## config.mk

```make
export PLATFORM = sky130hd
export DESIGN_NAME = irq_ctrl_flat
export DESIGN_NICKNAME = d
export VERILOG_FILES = /design/src/rtl/irq_pkg.sv /design/src/rtl/irq_if.sv /design/src/rtl/irq_prio_enc.sv /design/src/rtl/irq_ctrl.sv /design/src/flat_wrapper.sv
export SDC_FILE = /design/constraint.sdc
export NUM_CORES = 1
export LEC_CHECK = 0
export BUFFER_PORTS_ARGS = -buffer_cell sky130_fd_sc_hd__buf_2
export CORE_UTILIZATION = 46
export CTS_CLUSTER_DIAMETER = 150
export DETAILED_ROUTE_END_ITERATION = 6
export PLACE_DENSITY = 0.72
export SKIP_CTS_REPAIR_TIMING = 1
export SYNTH_ARGS = -nofsm -noshare
export SYNTH_HDL_FRONTEND = slang
export SYNTH_HIERARCHICAL = 1
export SYNTH_SLANG_ARGS = --single-unit
```

## constraint.sdc

```tcl
create_clock -name clk -period 3.6 [get_ports clk]
set_input_delay 0.9 -clock clk [delete_from_list [all_inputs] [get_ports clk]]
set_output_delay 0.9 -clock clk [all_outputs]
set_load 0.02 [all_outputs]
```

## src/rtl/irq_pkg.sv

```systemverilog
// Shared definitions for the interrupt controller: FSM encoding, source indices
// and vector defaults.
package irq_pkg;

    typedef enum logic [1:0] {
        ST_IDLE    = 2'd0,
        ST_REQ     = 2'd1,
        ST_SERVICE = 2'd2
    } irq_state_t;

    localparam int SRC_TRAP  = 0;
    localparam int SRC_INTR  = 1;
    localparam int SRC_UART  = 2;
    localparam int SRC_TIMER = 3;

    localparam logic [7:0] VEC_BASE_DEF   = 8'h10;
    localparam logic [7:0] VEC_STRIDE_DEF = 8'h04;

    // Vector address wraps modulo 256.
    function automatic logic [7:0] vec_calc(input logic [7:0] base,
                                            input logic [7:0] stride,
                                            input logic [7:0] idx);
        logic [15:0] prod;
        prod = idx * stride;
        return base + prod[7:0];
    endfunction

endpackage

```

## src/rtl/irq_if.sv

```systemverilog
// CPU-facing request/acknowledge handshake of the interrupt controller.
interface irq_if;
    logic       irq_req;
    logic [7:0] irq_vec;
    logic       irq_ack;
    logic       irq_done;

    modport master (output irq_req, output irq_vec, input irq_ack, input irq_done);
    modport slave  (input irq_req, input irq_vec, output irq_ack, output irq_done);
endinterface

```

## src/rtl/irq_prio_enc.sv

```systemverilog
// Lowest-index-first priority encoder over the eligible source vector.
module irq_prio_enc #(
    parameter int N = 4,
    localparam int W = (N > 1) ? $clog2(N) : 1
) (
    input  logic [N-1:0] eligible,
    output logic [W-1:0] idx,
    output logic         valid
);

    // Scanning downward lets the lowest set bit win.
    always_comb begin
        idx   = '0;
        valid = 1'b0;
        for (int i = N - 1; i >= 0; i--) begin
            if (eligible[i]) begin
                idx   = W'(i);
                valid = 1'b1;
            end
        end
    end

endmodule

```

## src/rtl/irq_ctrl.sv

```systemverilog
// Interrupt controller: edge-detected sources, fixed priority, one request in
// flight at a time, non-maskable trap on source 0 with sticky double-fault flag.
//
// state      | meaning
// -----------+------------------------------------------------------------
// ST_IDLE    | no request outstanding; arbitrate eligible pending sources
// ST_REQ     | irq_req/irq_vec held for latched sel until irq_ack
// ST_SERVICE | sel in service; wait for irq_done
module irq_ctrl
    import irq_pkg::*;
#(
    parameter int         NSRC       = 4,
    parameter logic [7:0] VEC_BASE   = VEC_BASE_DEF,
    parameter logic [7:0] VEC_STRIDE = VEC_STRIDE_DEF
) (
    input  logic            clk,
    input  logic            reset_n,
    input  logic [NSRC-1:0] src_in,
    input  logic            cpu_ie,
    input  logic            mask_we,
    input  logic [NSRC-2:0] mask_wdata,
    irq_if.master           bus,
    output logic [NSRC-1:0] pending,
    output logic [NSRC-1:0] in_service,
    output logic [NSRC-1:0] mask,
    output logic            double_fault
);

    localparam int IDXW = (NSRC > 1) ? $clog2(NSRC) : 1;

    irq_state_t      state;
    logic [NSRC-1:0] src_q;
    logic [NSRC-1:0] rise;
    logic [NSRC-1:0] gate;
    logic [NSRC-1:0] eligible;
    logic [NSRC-1:0] ack_clr;
    logic [NSRC-1:1] mask_q;
    logic [IDXW-1:0] sel;
    logic [IDXW-1:0] win_idx;
    logic            win_valid;

    assign rise     = src_in & ~src_q;
    assign mask     = {mask_q, 1'b1};
    assign gate     = {{(NSRC-1){cpu_ie}}, 1'b1};
    assign eligible = pending & mask & gate;
    assign ack_clr  = (state == ST_REQ && bus.irq_ack) ? (NSRC'(1) << sel) : '0;

    irq_prio_enc #(.N(NSRC)) u_prio (
        .eligible (eligible),
        .idx      (win_idx),
        .valid    (win_valid)
    );

    // A rising edge in the ack cycle wins over the clear.
    always_ff @(posedge clk or negedge reset_n) begin
        if (!reset_n) begin
            src_q        <= '0;
            pending      <= '0;
            mask_q       <= '0;
            double_fault <= 1'b0;
        end else begin
            src_q   <= src_in;
            pending <= (pending & ~ack_clr) | rise;
            if (mask_we) begin
                mask_q <= mask_wdata;
            end
            if (rise[SRC_TRAP] && in_service[SRC_TRAP]) begin
                double_fault <= 1'b1;
            end
        end
    end

    always_ff @(posedge clk or negedge reset_n) begin
        if (!reset_n) begin
            state       <= ST_IDLE;
            sel         <= '0;
            in_service  <= '0;
            bus.irq_req <= 1'b0;
            bus.irq_vec <= '0;
        end else begin
            case (state)
                ST_IDLE: begin
                    if (win_valid) begin
                        sel         <= win_idx;
                        state       <= ST_REQ;
                        bus.irq_req <= 1'b1;
                        bus.irq_vec <= vec_calc(VEC_BASE, VEC_STRIDE, 8'(win_idx));
                    end
                end
                ST_REQ: begin
                    if (bus.irq_ack) begin
                        in_service[sel] <= 1'b1;
                        state           <= ST_SERVICE;
                        bus.irq_req     <= 1'b0;
                        bus.irq_vec     <= '0;
                    end
                end
                ST_SERVICE: begin
                    if (bus.irq_done) begin
                        in_service <= '0;
                        state      <= ST_IDLE;
                    end
                end
                default: state <= ST_IDLE;
            endcase
        end
    end

endmodule

```

## src/flat_wrapper.sv

```systemverilog
// flat-port wrapper written by rule: the top's interface ports become plain ports
module irq_ctrl_flat import irq_pkg::*;
#(
    parameter int         NSRC       = 4,
    parameter logic [7:0] VEC_BASE   = VEC_BASE_DEF,
    parameter logic [7:0] VEC_STRIDE = VEC_STRIDE_DEF
)
  (clk, reset_n, src_in, cpu_ie, mask_we, mask_wdata, pending, in_service, mask, double_fault, bus_irq_req, bus_irq_vec, bus_irq_ack, bus_irq_done);
  irq_if bus_i ();
  input  logic clk;
  input  logic reset_n;
  input  logic [NSRC-1:0] src_in;
  input  logic cpu_ie;
  input  logic mask_we;
  input  logic [NSRC-2:0] mask_wdata;
  output logic [NSRC-1:0] pending;
  output logic [NSRC-1:0] in_service;
  output logic [NSRC-1:0] mask;
  output logic double_fault;
  output wire logic [$bits(bus_i.irq_req)-1:0] bus_irq_req;
  output wire logic [$bits(bus_i.irq_vec)-1:0] bus_irq_vec;
  input wire logic [$bits(bus_i.irq_ack)-1:0] bus_irq_ack;
  input wire logic [$bits(bus_i.irq_done)-1:0] bus_irq_done;
  assign bus_irq_req = bus_i.irq_req;
  assign bus_irq_vec = bus_i.irq_vec;
  assign bus_i.irq_ack = bus_irq_ack;
  assign bus_i.irq_done = bus_irq_done;
  irq_ctrl #(.NSRC(NSRC), .VEC_BASE(VEC_BASE), .VEC_STRIDE(VEC_STRIDE)) u_core (.clk(clk), .reset_n(reset_n), .src_in(src_in), .cpu_ie(cpu_ie), .mask_we(mask_we), .mask_wdata(mask_wdata), .bus(bus_i), .pending(pending), .in_service(in_service), .mask(mask), .double_fault(double_fault));
endmodule
```

* Yosys cells after proc, flatten, opt, wreduce, memory -nomap -nowiden
Index checks and enable logic that the tools add are counted.
Operators by class: add/sub/neg operators 1, multiply operators 0, divide/modulo/power cells 0, $lt $le $gt $ge 2, equal/unequal tests 5, shifts and indexed selects 1, mux-type cells 24, bitwise logic cells 8, reduce and logical (&&, ||, !) cells 10
Operators by type and width (number):
- 4-bit bitwise AND | 4
- 8-bit two-way mux | 2
- 8-bit one-hot mux with 2 select lines | 1
- 2-bit two-way mux | 7
- 4-bit two-way mux | 3
- 3-bit AND reduction | 3
- 4-bit NOT | 2
- 4-bit bitwise OR | 2
- 4-bit one-hot mux with 2 select lines | 1
- 1-bit two-way mux | 7
- 5-bit by 4-bit adder with 6-bit output (first input constant) | 1
- 2-bit inequality test (second input constant) | 3
- 2-bit one-hot mux with 3 select lines | 1
- 2-bit nonzero test | 2
- 1-bit by 2-bit left shift with 4-bit output (first input constant) | 1
- 1-bit logical AND | 3
- 2-bit by 3-bit < comparator with 1-bit output (second input constant) | 1
- 1-bit demux with 2-bit select | 1
- 2-bit by 1-bit equality test with 1-bit output (second input constant) | 1
- 2-bit equality test (second input constant) | 1
- 2-bit by 1-bit >= comparator with 1-bit output (second input constant) | 1
- 2-bit zero test | 1
- 1-bit one-hot mux with 2 select lines | 1
- 2-bit AND reduction | 1
Word-level totals: flip-flop bits (word level) 29, latch bits 0, memory bits (writable) 0, bits in read-only memories 0, bits of input ports 13, output and inout port bits 22, logic and storage cells 60, memories kept 0

* Depth between registers and ports, before layout
Gate-level depths: netlist of the first run.
depth in word-level cells 9, mapped depth 6, gate-level depth less buffers 6

* By module
Netlist of the first run, hierarchy kept.
Modules (own cells, without submodules):
- irq_ctrl | instances 1, cells each 84, area an instance 1002.2 µm², sequential area each 575.6 µm²
- irq_prio_enc | instances 1, cells each 7, area an instance 35.0 µm², sequential area each 0.0 µm²

* Worst setup path after synthesis of the first run
No wires, ideal clock.
kind input port to flip-flop, start input port cpu_ie, end register u_core.sel[0], library setup time 125 ps, arrival 1770 ps, data required time 3475 ps, slack 1705 ps, stages 5, path buffers 0, cell sequence and3_1 nor2_1 nand2_1 nor3b_4 mux2_2
Between the ends: longest elaborated chain between the ends 6, elaborated cells between the ends (all ways) 10, classes of those cells 8 x mux; 1 x bitwise; 1 x reduce/logical
RTL lines:
- start: declaration | RTL line flat_wrapper.sv:13 | input logic cpu_ie;
- 4-bit bitwise AND * | RTL line irq_ctrl.sv:45 | assign eligible = pending & mask & gate;
- 1-bit two-way mux (2 in series) | RTL line irq_prio_enc.sv:16 | if (eligible[i]) begin
- 1-bit two-way mux * (2 in series) | RTL line irq_prio_enc.sv:16
- named net u_core.win_valid | RTL line irq_ctrl.sv:40 | logic win_valid;
- 2-bit AND reduction (no source line) *
- end signal: assignment | RTL line irq_ctrl.sv:84 | sel <= win_idx;
- end: declaration | RTL line irq_ctrl.sv:38 | logic [IDXW-1:0] sel;
Mark *: on every way through the listed nets, which the timed path passes. The rest lies on a longest branch. A chain may end at the register's enable or synchronous reset.

* Final worst setup path of the first run
start register u_core.pending[0], end output port pending[0]
RTL lines:
- start: declaration | RTL line irq_ctrl.sv:23 | output logic [NSRC-1:0] pending,
- start signal: assignment | RTL line irq_ctrl.sv:63 | pending <= (pending & ~ack_clr) | rise;
- end: declaration | RTL line flat_wrapper.sv:16 | output logic [NSRC-1:0] pending;
No word-level cell between the ends.

==> qor.json, run 1 <==
{
  "drt": {
    "detail_route.iter0.violations": 5,
    "drc": 0,
    "vias_per_cell": 5.056,
    "vias": 728,
    "first_pass_iters": 4,
    "drt.antenna.violating_nets": 0,
    "wire_length_per_cell_um": 12.26,
    "wirelength_um": 1766
  },
  "die": {
    "design.die.area_mm2": 0.002449,
    "floorplan.initialDensity_pct": 50.80,
    "io_pins": 35,
    "core_mm2": 0.002042,
    "row_count": 16,
    "die-width_um": 49.49,
    "die_height_um": 49.49
  },
  "power_and_ir_drop": {
    "vdd_ir_drop_max_mv": 0.4135,
    "cell_pwr_density_mw_per_mm2": 699.5,
    "swShare_pct": 39.27,
    "clock_network_power_share_pct": 14.0,
    "power.combinational.fraction_pct": 35.5,
    "internal_power_uw": 499.6,
    "total_leakage_power_nw": 0.5983,
    "power_switching_uw": 323.1,
    "power.share.sequential_pct": 50.5
  },
  "grt": {
    "grt_util_all_layers_pct": 16.27,
    "grt_pass1_vias": 713,
    "gr-total-overflow": 0,
    "antenna_found_initial": 0,
    "pin_count_of_the_biggest_net_entering_global_routing": 24,
    "grt_first_pass_wirelength_um": 3029
  },
  "timing": {
    "setup_total_negative_slack_ps": 0,
    "hold_viol": 0,
    "setup-violations-final": 0,
    "timing.final.crit_period_ps": 1852,
    "maximum_clock_skew_at_final_layout_ps": 3.245,
    "max_freq_mhz": 540.1,
    "min_period_over_period_pct": 51.43,
    "grt_setup_unrepaired": "no",
    "fin_hold_ws_ps": 440.6,
    "maxSlewViolCount": 0
  },
  "yosys": {
    "synth_top_family_by_area": "compound AO/OA/AOI/OAI gates",
    "post-synth-top-area-fraction_pct": 55.49,
    "synth.avg_cell_area_um2": 11.40,
    "postSynthRegisterBits": 23,
    "share_of_synthesized_registers_carrying_an_async_set_or_reset_pct": 100.0,
    "synth-xor-area-share_pct": 0,
    "ys.flop_type": "dfrtp_1",
    "seq_area_frac_synth_pct": 55.49,
    "mappedNetlistArea_mm2": 0.001037,
    "yosys.area.top_type": "dfrtp_1",
    "synthDistinctLibCells": 29,
    "synth-adder-area-share_pct": 0,
    "number_of_enable_type_register_cells_in_the_synthesized_netlist": 0,
    "synth_compound_gate_area_share_pct": 14.48,
    "simple_gate_share_of_the_synthesized_area_pct": 13.63,
    "ys_top_cells_by_area": "dfrtp_1 (55%), buf_4 (5.8%), mux2_2 (5.4%)",
    "synth_mux_area_share_pct": 5.428,
    "synth.yosys.warnings": 6,
    "synthCells": 91
  },
  "critical_path": {
    "reg2reg_from": "u_core/mask_q[1]",
    "timing.critical_path.buf_inv": 1,
    "critPathMaxFanout": 5,
    "cp_data_arrival_time_ps": 950,
    "cp_top_family": "flip-flops",
    "ff2ff_path_depth": 5,
    "slowest_delay_ps": 450,
    "master_of_the_slowest_instance_on_the_critical_path": "dfrtp_1",
    "crit_start": "u_core/pending[0]",
    "r2r-end": "u_core/sel[0]",
    "worst_setup_path_start_kind": "flop",
    "timing.critical_path.cells": "buf_2",
    "worstSetupPathType": "flop to output pin",
    "critPathCaptureType": "output pin",
    "critical_path.endpoint": "pending[0]",
    "timing.critical_path.depth": 1,
    "worst-endpoint-required_ps": 2700,
    "rrSetupSlack_ps": 2150
  },
  "clock_network": {
    "cts_buffers": 3,
    "worst_skew_pair.late_latency_ps": 300,
    "cts-htree-levels": 1,
    "cts_buffer_depth": 2,
    "cts.root.buffer_cell": "clkbuf_4",
    "cts_tree": "built",
    "clock-sinks": 23,
    "clkSlewWorstSetupHoldPaths_ps": 120
  },
  "layout": {
    "insertedDiodeCount": 0,
    "nFillCells": 194,
    "final_layout_size_suffix_gt1_share_pct": 35.04,
    "area_growth_syn_to_layout_pct": 13.39,
    "finalNonFillerCells": 144,
    "final_core_util_pct": 57.60,
    "nets": 131
  },
  "place": {
    "gp_congestion": 0.7372,
    "count_of_input_and_output_buffers": 28,
    "dp.final_hpwl_um": 1359,
    "dp.cells": 140
  },
  "job": {
    "reported_max_cap_violation_count": 0
  },
  "hold_path": {
    "worstHoldPathType": "flop to flop"
  },
  "status": {
    "result_of_the_run": "completed"
  }
}
[cell usage in the layout (no fill, tap or decap), drive strengths merged]
cell / n
nand2: 3
o21a: 2
nand4b: 1
nor2: 6
a21oi: 4
mux2: 5
dfrtp: 23
a22o: 4
a21o: 3
and4b: 1
and3: 3
nand2b: 1
nor3: 2
a31o: 1
buf: 28
o2bb2ai: 1
nor3b: 2
nand3b: 2
o21ai: 4
a211oi: 1
inv: 8
clkbuf: 4
o31ai: 1
and4bb: 1
conb: 6
[synthesized netlist by cell type, drive strengths merged, types with 2 or more instances]
cell    instances
dfrtp          23
buf            10
inv             8
nor2            6
mux2            5
a21oi           4
a22o            4
o21ai           4
a21o            3
and3            3
nand2           3
conb            2
nand3b          2
nor3            2
nor3b           2
o21a            2
[per-layer routing]
metal | vias up | share of wire [%] | routed length, um | track usage [%]
met5 | - | 0 | 0 | 0
met4 | 0 | 1.2 | 22 | 7.619
met3 | 2 | 5.0 | 88 | 2.160
met2 | 21 | 52 | 921 | 27.85
met1 | 351 | 42 | 734 | 20.33
li1 | 354 | - | - | -
[power by group through the flow]
| stage | Clock, mW | Combinational (mW) | Sequential (mW) |
|---|---|---|---|
| finish | 0.115 | 0.292 | 0.415 |
| global route | 0.130 | 0.321 | 0.429 |
| CTS | 0.119 | 0.296 | 0.417 |
| detailed placement | 0 | 0.294 | 0.422 |
| global placement | 0 | 0.291 | 0.417 |
| floorplan | 0 | 0.211 | 0.436 |
[state kept, by name, summed over array words and instances, names as in the netlist]
| signal | flops |
|---|---|
| u_core/mask_q | 3 |
| u_core/src_q | 4 |
| u_core/bus.irq_vec | 3 |
| u_core/pending | 4 |
| u_core/double_fault | 1 |
| u_core/sel | 2 |
| u_core/state | 2 |
| u_core/in_service | 4 |
[final cells by class]
class,instances,area [um^2],share of cell area (%)
clock buffer,4,26.28,2.234
timing repair buffer,28,140.1,11.91
tap,27,33.78,2.872
sequential,23,575.6,48.94
inverter,8,30.03,2.553
multi-input combinational,54,370.4,31.49
[stage by stage]
step	worst slack, ps	instance area [um^2]	power [mW]
2_1_floorplan	1705	1052	0.6473
3_3_place_gp	1551	1150	0.7087
3_5_place_dp	1526	1150	0.7161
4_1_cts	1735	1176	0.8318
5_1_grt	1676	1176	0.8798
6_report	1748	1176	0.8228
[how the worst min path moves through the flow]
| stage | start | endpoint | slack (ps) | cells after the start |
|---|---|---|---|---|
| global placement | u_core/src_q[1] | u_core/pending[1] | 400 | 1 |
| global route | u_core/src_q[1] | u_core/pending[1] | 480 | 1 |
| CTS | u_core/src_q[1] | u_core/pending[1] | 450 | 1 |
| detailed placement | u_core/src_q[1] | u_core/pending[1] | 430 | 1 |
| floorplan | u_core/src_q[1] | u_core/pending[1] | 400 | 1 |
| finish | u_core/src_q[1] | u_core/pending[1] | 440 | 1 |
[cell families after synthesis]
kind of cell,after synthesis
buf+inv,18
mux,5
simple gates,22
flops,23
other cells,2
compound gates,21
Note: power is estimated with default switching activity, not from simulation.
==> run 2: changes to the inputs <==
--- a/config.mk
+++ b/config.mk
@@ -6,10 +6,10 @@
 export NUM_CORES = 1
 export LEC_CHECK = 0
 export BUFFER_PORTS_ARGS = -buffer_cell sky130_fd_sc_hd__buf_2
-export CORE_UTILIZATION = 46
+export CORE_UTILIZATION = 43
 export CTS_CLUSTER_DIAMETER = 150
 export DETAILED_ROUTE_END_ITERATION = 6
-export PLACE_DENSITY = 0.72
+export PLACE_DENSITY = 0.71
 export SKIP_CTS_REPAIR_TIMING = 1
 export SYNTH_ARGS = -nofsm -noshare
 export SYNTH_HDL_FRONTEND = slang
==> constraint.sdc (replaced) <==
create_clock -name clk -period 1.5 [get_ports clk]
set_input_delay 0.375 -clock clk [delete_from_list [all_inputs] [get_ports clk]]
set_output_delay 0.375 -clock clk [all_outputs]
set_load 0.02 [all_outputs]
==> run 2 against run 1 <==
Net effect: total power grew 140%; non-clock buffer count rose by 2; hold slack got worse by 430 ps; highest routed layer unchanged.
==> qor.json, run 2 (same netlist as run 1, synthesis figures left out) <==
{
  "drt": {
    "wire_length_per_cell": {"value": 11.88, "unit": "um", "change": "-3.2%"},
    "drc": {"value": 0, "change": "unchanged"},
    "vias_per_cell": {"value": 4.973, "change": "-1.6%"},
    "wirelength": {"value": 1746, "unit": "um", "change": "-1.1%"},
    "first_pass_iters": {"value": 4, "change": "unchanged"},
    "drt.antenna.violating_nets": {"value": 0, "change": "unchanged"},
    "vias": {"value": 731, "change": "+0.41%"},
    "detail_route.iter0.violations": {"value": 10, "change": "+5"}
  },
  "place": {
    "count_of_input_and_output_buffers": {"value": 28, "change": "unchanged"},
    "gp_congestion": {"value": 0.6732, "change": "-8.7%"},
    "dp.cells": {"value": 142, "change": "+1.4%"},
    "dp.final_hpwl": {"value": 1345, "unit": "um", "change": "-1.0%"},
    "dpl-instance-area": {"value": 0.001159, "unit": "mm^2", "change": "+0.76%"},
    "preCtsSetupSlack": {"value": -10.80, "unit": "ps", "change": "-1537 ps"}
  },
  "power_and_ir_drop": {
    "clock_network_power_share": {"value": 14.1, "unit": "%", "change": "about the same"},
    "swShare": {"value": 39.53, "unit": "%", "change": "+0.26 points"},
    "cell_pwr_density": {"value": 1677, "unit": "mW/mm^2", "change": "+140%"},
    "vdd_ir_drop_max": {"value": 1.087, "unit": "mV", "change": "+160%"},
    "power": {"value": 2.015, "unit": "mW", "change": "+140%"},
    "power_switching": {"value": 796.4, "unit": "uW", "change": "+150%"},
    "total_leakage_power": {"value": 0.6085, "unit": "nW", "change": "+1.7%"},
    "power.share.sequential": {"value": 49.5, "unit": "%", "change": "-1.0 points"},
    "power.combinational.fraction": {"value": 36.4, "unit": "%", "change": "+0.9 points"},
    "internal_power": {"value": 1.218, "unit": "mW", "change": "+140%"}
  },
  "layout": {
    "reg.largest.list": "u_core/in_service (4), u_core/pending (4), u_core/src_q (4)",
    "area_growth_syn_to_layout_pct": 15.80,
    "nets": {"value": 133, "change": "+1.5%"},
    "mostFrequentLayoutCells": "buf_2 (28), dfrtp_1 (23), inv_1 (8), conb_1 (6)",
    "finalNonFillerCells": {"value": 147, "change": "+2.1%"},
    "mostFrequentLayoutCell": "buf_2",
    "non_filler_cell_area_final": {"value": 0.001201, "unit": "mm^2", "change": "+2.1%"},
    "final_layout_size_suffix_gt1_share": {"value": 38.66, "unit": "%", "change": "+3.6 points"},
    "insertedDiodeCount": {"value": 0, "change": "unchanged"},
    "final_core_util": {"value": 53.78, "unit": "%", "change": "-3.8 points"},
    "nFillCells": {"value": 216, "change": "+11%"}
  },
  "timing": {
    "setup_slack": {"value": 82.23, "unit": "ps", "change": "-1666 ps"},
    "grt_setup_unrepaired": "no",
    "max_freq_mhz": 705.3,
    "setup_total_negative_slack": {"value": 0, "unit": "ps", "change": "unchanged"},
    "setup-violations-final": {"value": 0, "change": "unchanged"},
    "maximum_clock_skew_at_final_layout": {"value": 4.727, "unit": "ps", "change": "+1.482 ps"},
    "hold_viol": {"value": 0, "change": "unchanged"},
    "fin_hold_ws": {"value": 9.426, "unit": "ps", "change": "-431.2 ps"},
    "maxSlewViolCount": {"value": 0, "change": "unchanged"},
    "min_period_over_period_pct": 94.52,
    "timing.final.crit_period_ps": 1418
  },
  "clock_network": {
    "cts_tree": "built",
    "cts.root.buffer_cell": "clkbuf_4",
    "cts-htree-levels": {"value": 1, "change": "unchanged"},
    "clock-sinks": {"value": 23, "change": "unchanged"},
    "cts_buffer_depth": {"value": 2, "change": "unchanged"},
    "worst_skew_pair.late_latency": {"value": 310, "unit": "ps", "change": "about the same"},
    "cts_buffers": {"value": 3, "change": "unchanged"},
    "clkSlewWorstSetupHoldPaths": {"value": 130, "unit": "ps", "change": "about the same"}
  },
  "grt": {
    "pin_count_of_the_biggest_net_entering_global_routing": {"value": 24, "change": "unchanged"},
    "grt_util_all_layers": {"value": 15.28, "unit": "%", "change": "-0.99 points"},
    "gr-total-overflow": {"value": 0, "change": "unchanged"},
    "grt_first_pass_wirelength": {"value": 2849, "unit": "um", "change": "-5.9%"},
    "grt_pass1_vias": {"value": 642, "change": "-10%"},
    "antenna_found_initial": {"value": 0, "change": "unchanged"}
  },
  "critical_path": {
    "worst-endpoint-required": {"value": 1710, "unit": "ps", "change": "-990 ps"},
    "cp_top_family": "simple AND/OR/NAND/NOR gates",
    "timing.critical_path.buf_inv": {"value": 0, "change": "-1"},
    "timing.critical_path.cells": "and3_4, nor2_1, nand2_1, nor3b_4, mux2_2",
    "slowest_delay": {"value": 380, "unit": "ps", "change": "-70 ps"},
    "worstSetupPathType": "flop to flop",
    "master_of_the_slowest_instance_on_the_critical_path": "dfrtp_1",
    "crit_start": "u_core/mask_q[1]",
    "critPathCaptureType": "flop",
    "worst_setup_path_start_kind": "flop",
    "reg2reg_from": "u_core/mask_q[1]",
    "cp_data_arrival_time": {"value": 1630, "unit": "ps", "change": "+680 ps"},
    "critPathMaxFanout": {"value": 4, "change": "-1"}
  },
  "hold_path": {
    "worstHoldPathType": "input port to async pin"
  },
  "status": {
    "result_of_the_run": "completed"
  },
  "die": {
    "floorplan.initialDensity": {"value": 46.44, "unit": "%", "change": "-4.4 points"},
    "row_count": {"value": 17, "change": "+1"},
    "design.die.area": {"value": 0.002613, "unit": "mm^2", "change": "+6.7%"},
    "io_pins": {"value": 35, "change": "unchanged"},
    "core": {"value": 0.002233, "unit": "mm^2", "change": "+9.4%"},
    "die_height": {"value": 51.12, "unit": "um", "change": "+3.3%"},
    "die-width": {"value": 51.12, "unit": "um", "change": "+3.3%"}
  },
  "job": {
    "reported_max_cap_violation_count": {"value": 0, "change": "unchanged"}
  }
}
## run 2: worst paths after layout
check	to	slack (ps)	depth (start not counted)
worst max-delay path	u_core/sel[1]	80	5
worst min-delay path	u_core/src_q[1]	9	1
worst max register to register	u_core/sel[1]	80	5
worst min register to register	u_core/pending[1]	420	1
max in group asynchronous	u_core/state[1]	1160	1
min in group clk	u_core/src_q[3]	170	1
## run 2: power groups by stage
stage | sequential [mW] | clock [mW] | combinational (mW)
floorplan | 1.05 | 0 | 0.506
global placement | 1.00 | 0 | 0.709
detailed placement | 1.01 | 0 | 0.720
CTS | 0.995 | 0.296 | 0.724
global route | 1.03 | 0.313 | 0.792
finish | 0.997 | 0.283 | 0.734
## run 2: area by class of cell
class	count	area (um^2)	share of cell area, %
clock inverters	1	5.005	0.4167
well taps	28	35.03	2.917
repair buffers	30	155.1	12.92
multi-input cells	54	377.9	31.46
flip-flops and latches	23	575.6	47.92
clock buffers	3	22.52	1.875
inverters	8	30.03	2.500
## run 2: layer usage
metal | wire length [um] | vias to the layer above | track usage, %
met1 | 773 | 355 | 20.04
met5 | 0 | - | 0
met4 | 10 | 0 | 8.333
met2 | 902 | 16 | 24.56
met3 | 60 | 2 | 1.786
li1 | - | 358 | -
